### src/rtl/ula_controlador_if.sv
// Command and result handshake bundle between a command source and ula_controlador.
// The master drives commands and accepts results; the slave is the controller.
interface ula_controlador_if #(
  parameter int LARGURA = 4
);
  logic               Cmd_valido;
  logic               Cmd_pronto;
  logic [3:0]         Cmd_op;
  logic [LARGURA-1:0] Cmd_A;
  logic [LARGURA-1:0] Cmd_B;
  logic               Cmd_acum;
  logic               Res_valido;
  logic               Res_pronto;
  logic [LARGURA-1:0] Res_dado;
  logic               Res_erro;

  modport master (
    output Cmd_valido, Cmd_op, Cmd_A, Cmd_B, Cmd_acum, Res_pronto,
    input  Cmd_pronto, Res_valido, Res_dado, Res_erro
  );

  modport slave (
    input  Cmd_valido, Cmd_op, Cmd_A, Cmd_B, Cmd_acum, Res_pronto,
    output Cmd_pronto, Res_valido, Res_dado, Res_erro
  );
endinterface

### src/rtl/ula_controlador.sv
// Command-side driver for the combinational ALU: registers opcode/operands, samples
// the result one cycle later into a FWFT result FIFO and keeps a running accumulator.
//
// state  | meaning
// OCIOSO | waiting for a command; ALU inputs hold their last values
// EXEC   | ALU inputs stable for one cycle; Saida captured at the end of it
module ula_controlador #(
  parameter int LARGURA      = 4,
  parameter int PROFUNDIDADE = 4
) (
  input  logic                 clk,
  input  logic                 rst_n,
  ula_controlador_if.slave     bus,
  output logic [3:0]           Entrada,
  output logic [LARGURA-1:0]   A,
  output logic [LARGURA-1:0]   B,
  input  logic [LARGURA-1:0]   Saida,
  output logic [LARGURA-1:0]   Acumulador,
  output logic                 Ocupado
);

  localparam int AW = $clog2(PROFUNDIDADE);
  localparam logic [AW:0] CHEIO = (AW+1)'(PROFUNDIDADE);
  localparam logic [3:0]  OP_DIV = 4'b0011;

  typedef enum logic {
    OCIOSO = 1'b0,
    EXEC   = 1'b1
  } estado_t;

  estado_t estado, prox_estado;

  logic               aceita;
  logic               empurra;
  logic               retira;
  logic               div_zero;
  logic [LARGURA-1:0] resultado;

  logic [AW:0]        contagem;
  logic [AW-1:0]      ptr_esc;
  logic [AW-1:0]      ptr_leit;
  logic [LARGURA:0]   mem [PROFUNDIDADE];

  always_ff @(posedge clk or negedge rst_n) begin
    if (!rst_n) begin
      estado <= OCIOSO;
    end else begin
      estado <= prox_estado;
    end
  end

  always_comb begin
    prox_estado = estado;
    unique case (estado)
      OCIOSO: if (aceita) prox_estado = EXEC;
      EXEC:   prox_estado = OCIOSO;
      default: prox_estado = OCIOSO;
    endcase
  end

  // Cmd_pronto is gated by rst_n so it drops in the same cycle reset is asserted.
  always_comb begin
    Ocupado        = (estado == EXEC);
    empurra        = (estado == EXEC);
    bus.Cmd_pronto = (estado == OCIOSO) && (contagem < CHEIO) && rst_n;
    aceita         = bus.Cmd_valido && bus.Cmd_pronto;
  end

  always_ff @(posedge clk or negedge rst_n) begin
    if (!rst_n) begin
      Entrada <= '0;
      A       <= '0;
      B       <= '0;
    end else if (aceita) begin
      Entrada <= bus.Cmd_op;
      A       <= bus.Cmd_acum ? Acumulador : bus.Cmd_A;
      B       <= bus.Cmd_B;
    end
  end

  // The ALU output is undefined for a zero divisor, so it never leaves this block.
  assign div_zero  = (Entrada == OP_DIV) && (B == '0);
  assign resultado = div_zero ? '0 : Saida;

  always_ff @(posedge clk or negedge rst_n) begin
    if (!rst_n) begin
      Acumulador <= '0;
    end else if (empurra && !div_zero) begin
      Acumulador <= Saida;
    end
  end

  assign bus.Res_valido = (contagem != '0);
  assign retira         = bus.Res_valido && bus.Res_pronto;
  assign bus.Res_dado   = bus.Res_valido ? mem[ptr_leit][LARGURA-1:0] : '0;
  assign bus.Res_erro   = bus.Res_valido ? mem[ptr_leit][LARGURA] : 1'b0;

  always_ff @(posedge clk) begin
    if (empurra) begin
      mem[ptr_esc] <= {div_zero, resultado};
    end
  end

  // Power-of-two depth lets the pointers wrap by plain overflow.
  always_ff @(posedge clk or negedge rst_n) begin
    if (!rst_n) begin
      ptr_esc  <= '0;
      ptr_leit <= '0;
      contagem <= '0;
    end else begin
      if (empurra) ptr_esc  <= ptr_esc + 1'b1;
      if (retira)  ptr_leit <= ptr_leit + 1'b1;
      unique case ({empurra, retira})
        2'b10:   contagem <= contagem + 1'b1;
        2'b01:   contagem <= contagem - 1'b1;
        default: contagem <= contagem;
      endcase
    end
  end

endmodule

### src/flat_wrapper.sv
// flat-port wrapper written by rule: the top's interface ports become plain ports
module ula_controlador_flat 
#(
  parameter int LARGURA      = 4,
  parameter int PROFUNDIDADE = 4
)
  (clk, rst_n, Entrada, A, B, Saida, Acumulador, Ocupado, bus_Cmd_valido, bus_Cmd_op, bus_Cmd_A, bus_Cmd_B, bus_Cmd_acum, bus_Res_pronto, bus_Cmd_pronto, bus_Res_valido, bus_Res_dado, bus_Res_erro);
  ula_controlador_if #(.LARGURA(LARGURA)) bus_i ();
  input  logic clk;
  input  logic rst_n;
  output logic [3:0] Entrada;
  output logic [LARGURA-1:0] A;
  output logic [LARGURA-1:0] B;
  input  logic [LARGURA-1:0] Saida;
  output logic [LARGURA-1:0] Acumulador;
  output logic Ocupado;
  input wire logic [$bits(bus_i.Cmd_valido)-1:0] bus_Cmd_valido;
  input wire logic [$bits(bus_i.Cmd_op)-1:0] bus_Cmd_op;
  input wire logic [$bits(bus_i.Cmd_A)-1:0] bus_Cmd_A;
  input wire logic [$bits(bus_i.Cmd_B)-1:0] bus_Cmd_B;
  input wire logic [$bits(bus_i.Cmd_acum)-1:0] bus_Cmd_acum;
  input wire logic [$bits(bus_i.Res_pronto)-1:0] bus_Res_pronto;
  output wire logic [$bits(bus_i.Cmd_pronto)-1:0] bus_Cmd_pronto;
  output wire logic [$bits(bus_i.Res_valido)-1:0] bus_Res_valido;
  output wire logic [$bits(bus_i.Res_dado)-1:0] bus_Res_dado;
  output wire logic [$bits(bus_i.Res_erro)-1:0] bus_Res_erro;
  assign bus_i.Cmd_valido = bus_Cmd_valido;
  assign bus_i.Cmd_op = bus_Cmd_op;
  assign bus_i.Cmd_A = bus_Cmd_A;
  assign bus_i.Cmd_B = bus_Cmd_B;
  assign bus_i.Cmd_acum = bus_Cmd_acum;
  assign bus_i.Res_pronto = bus_Res_pronto;
  assign bus_Cmd_pronto = bus_i.Cmd_pronto;
  assign bus_Res_valido = bus_i.Res_valido;
  assign bus_Res_dado = bus_i.Res_dado;
  assign bus_Res_erro = bus_i.Res_erro;
  ula_controlador #(.LARGURA(LARGURA), .PROFUNDIDADE(PROFUNDIDADE)) u_core (.clk(clk), .rst_n(rst_n), .bus(bus_i), .Entrada(Entrada), .A(A), .B(B), .Saida(Saida), .Acumulador(Acumulador), .Ocupado(Ocupado));
endmodule
### config.mk
export PLATFORM = sky130hd
export DESIGN_NAME = ula_controlador_flat
export DESIGN_NICKNAME = d
export VERILOG_FILES = /design/src/rtl/ula_controlador_if.sv /design/src/rtl/ula_controlador.sv /design/src/flat_wrapper.sv
export SDC_FILE = /design/constraint.sdc
export NUM_CORES = 1
export LEC_CHECK = 0
export ABC_CLOCK_PERIOD_IN_PS = 2700
export CORE_UTILIZATION = 25
export DETAILED_ROUTE_END_ITERATION = 7
export PLACE_DENSITY_LB_ADDON = 0.12
export SETUP_SLACK_MARGIN = 0.4
export SLEW_MARGIN = 20
export SYNTH_ARGS = -nofsm -noshare
export SYNTH_HDL_FRONTEND = slang
export SYNTH_SLANG_ARGS = --single-unit
### constraint.sdc
create_clock -name clk -period 2.7 [get_ports clk]
set_input_delay 0.405 -clock clk [delete_from_list [all_inputs] [get_ports clk]]
set_output_delay 0.405 -clock clk [all_outputs]
set_load 0.05 [all_outputs]
==> results.md <==
- Sw Share: 43.37%
- Hold bufs inserted after CTS: 0
- Worst IR drop on VDD: just under 0.6 mV
- Layout Skew: about 0.0032 ns
- Die Y-Extent: 89.31 microns
- Portion of the clock cycle consumed by the worst path in the final layout: roughly 77%
- Layout Cell Area excl Fill: about 2600 sq um
- Count of unresolved DRC violations after routing: 0
- DRT Wirelength: 3.741 mm
- Placement Rows: 31
- Detailed-router iteration count before antenna repair: 3
- TritonCTS Buffers: 5
- Max Fclk: 481.2 MHz
- Largest cells by area after synthesis: dfrtp_1 32%, edfxtp_1 32%, mux2_2 7.1%
- Overflow after GRT: 0
- Sequential share of power: 35.3%
- Final hold vios: 0
- Instance count after placement with tap cells included: between 200 and 300
- Detailed Place HPWL: ~2.9 mm
- Number of enable flip-flop cells after synthesis: 20
- Number of global-route vias before repair: around 1200
- FILL cells: 748
- Unrepaired setup endpoints after global routing: false
- Clk_lat worst skew: between 0.2 and 0.3 ns
- Setup TNS Final: 0 ns
- Clock Path Buffers: 2
- Num ports: 45
- Netlist area before placement: 1906 sq um
- Worst hold path type: in2async
- Clock transition at the register clock pins on the worst setup and hold paths after CTS: roughly 0.08 ns
- Power Density: between 1000 and 1500 nW/um^2
- Clock sink count: 44
- Standard cell area after detailed placement: 2502 sq um
- Critical path buffers and inverters: 1
- NumNets Final: roughly 200
- Synthesis Warnings: 0
- Multi-input gate area: around 670 sq um
- Pint: ~0.0018 W
- Fraction of met1 tracks used by global routing: a little over an eighth
- Part of the total power dissipated in the clock network: between 10% and 20%
- Maximum fanout along the worst path: 7
- Global placement routability congestion: 0.6708
- Share of power burned in combinational logic: between 40% and 50%
- Post-layout min period: 2.078 ns
- Via Count: roughly 1100
- Largest net degree at the start of global routing: 17
- Async SR Flop Fraction: 54.55%
- Post-synthesis net count: approximately 150
- Max incr delay on CP: 0.87 ns
- Syn Area/Cell: around 15 sq um
- NetSw: around 0.0014 W
- TritonCTS clock tree: yes
- Max transition margin: 56.27%
- M3 GR Usage: about 2.8%
- Initial DRC count: between 40 and 50
- H-tree level count: 2
- Die X: 89.31 microns
- Met2 Track Usage GR: between 15 and 20%
- Pre-CTS WS: ~0.33 ns
- Post-synthesis instance total: 125
- Element type at the critical path end: primary output
- Cell at the root of the clock tree: clkbuf_8
- Initial core utilization: about a quarter
- Area Overhead vs Synth: 36.05%
- Fraction of layout cells with a size suffix above 1: a little under a quarter
- Final ANT Viol Nets: 0
- Arrival time of the worst setup path: ~1.7 ns
- Average wire per standard cell: ~14 microns
- Standby leakage power: 1.007 nW
- Required time at the worst-slack endpoint: 2.30 ns
- Antenna violations before repair: 0
- Worst hold slack after final layout: 0.4833 ns
- Number of port buffers: 44
- Number of non-filler instances in the completed layout: ~270
- Ordered list of cells on the worst path: clkdlybuf4s50_1
- Mean number of vias per cell: 4.139
- Worst setup path category: reg2out
- Critical Path Source Type: flip-flop
- Area fraction of the dominant cell type after synthesis: roughly a third
- Setup Viol. Count Final: 0
- Max-capacitance violation count: 0
- Gr busiest metal: met2
- Count of final max-slew check failures: 0
- Library cell occupying the most area in the post-synthesis netlist: dfrtp_1
- Area of the die: roughly 8000 sq um
- Sequential cell area in the final layout: between 1000 and 1500 sq um
- Sequential-to-total area share from yosys stat: a little over three fifths
- Most instantiated cells after synthesis: 24 x dfrtp_1, 20 x edfxtp_1, 14 x and2_1
- Overall global routing resource usage: between 10 and 15%
- Crit path max-delay family: buffers and inverters
- Commonest register cell after synthesis: dfrtp_1
- Critical path's slowest cell: clkdlybuf4s50_1
- CORE AREA: ~7300 sq um
- Count of inserted antenna diode cells: 0
- Wire length of the first global-routing pass: between 6 and 7 mm
- Status: completed
- Flops & latches, synth: 44
- Slew @ Worst Pin: between 0.6 and 0.7 ns
- Cell with the most instances after synthesis: dfrtp_1
- Synth cell types: 24
- Slack of the critical path: between 0.6 and 0.7 ns
==> routing by layer <==
| metal | vias up | part of all wire, % |
|---|---|---|
| met5 | - | 0 |
| met4 | 0 | 1.5 |
| met3 | 7 | 5.3 |
| met2 | 36 | 50 |
| met1 | 561 | 44 |
| li1 | 530 | - |
==> flip-flops by register name, summed over array words and instances (netlist names) <==
signal and cells:
u_core.ptr_esc 2, u_core.Acumulador 4, u_core.B 4, u_core.Ocupado 1, u_core.contagem 3, u_core.ptr_leit 2
u_core.A 4, u_core.Entrada 4, u_core.mem 20
==> kinds of logic (layout without fill, tap and decap cells) <==
group,count (synthesis),in the layout,share of synthesized area [%]
DFF,44,44,63.03
AOI/OAI and AO/OA,6,6,2.758
adders and majority gates,6,6,4.334
xor gates and xnor gates,6,6,2.758
and+or+nand+nor,27,27,8.667
muxes,22,22,15.63
buffers and inverters,14,64,2.823
==> layout by cell type, fill, tap and decap left out, types with 2 or more instances in the layout <==
cell type and instances:
clkdlybuf4s50_1 37, dfrtp_1 23, edfxtp_1 20, and2_1 14
mux2_2 12, inv_1 7, mux4_2 5, mux2i_1 5
nor2_1 5, ha_1 5, clkbuf_8 5, clkbuf_2 5
buf_4 5, a21oi_1 4, xor2_1 4, or4_4 2
nand2_1 2, xnor2_1 2
==> cell type report <==
class / count / share of cell area (%)
flip-flops and latches: 44 / 46.38
repair buffers: 49 / 17.81
inverters: 7 / 1.014
clock inverters: 2 / 1.351
multi-input cells: 67 / 25.87
well taps: 99 / 4.778
clock buffers: 6 / 2.799
==> path summary, 6_finish.rpt <==
path | startpoint | to | slack, ns | depth (start not counted)
max | u_core.Ocupado | Ocupado | 0.62 | 1
min reg2reg | u_core.contagem[0] | u_core.contagem[0] | 0.50 | 1
max reg2reg | u_core.contagem[2] | u_core.contagem[1] | 0.63 | 6
min | rst_n | u_core.contagem[0] | 0.48 | 2
max in group asynchronous | rst_n | u_core.ptr_esc[1] | 1.98 | 2
min in group clk | u_core.contagem[0] | u_core.contagem[0] | 0.50 | 1
==> stage by stage <==
stage                     util, %  power, W
after floorplan                 -  0.002195
after global placement      34.32  0.002709
after detailed placement    34.32  0.002736
after CTS                   35.71  0.003194
after global routing        35.55  0.003328
final                       35.55  0.003141
==> worst reg2reg max path: cells and delay by family (launching register included) <==
kind / cells / cell delay [ns]
adders and majority gates: 2 / 0.62
buffers and inverters: 1 / 0.07
DFF: 1 / 0.46
muxes: 1 / 0.16
and+or+nand+nor: 2 / 0.68
==> power groups by stage <==
| stage | sequential (W) | clock [W] | combinational [W] |
|---|---|---|---|
| floorplan | 0.00147 | 0 | 0.000721 |
| global placement | 0.00111 | 0 | 0.00160 |
| detailed placement | 0.00112 | 0 | 0.00161 |
| CTS | 0.00112 | 0.000498 | 0.00158 |
| global route | 0.00115 | 0.000529 | 0.00165 |
| finish | 0.00111 | 0.000474 | 0.00156 |
==> timing repair <==
item                       CTS  global route
setup endpoints to repair    6             5
resized for setup            7            10
setup buffers                0             1
No activity file was read; power rests on OpenSTA's default activity.
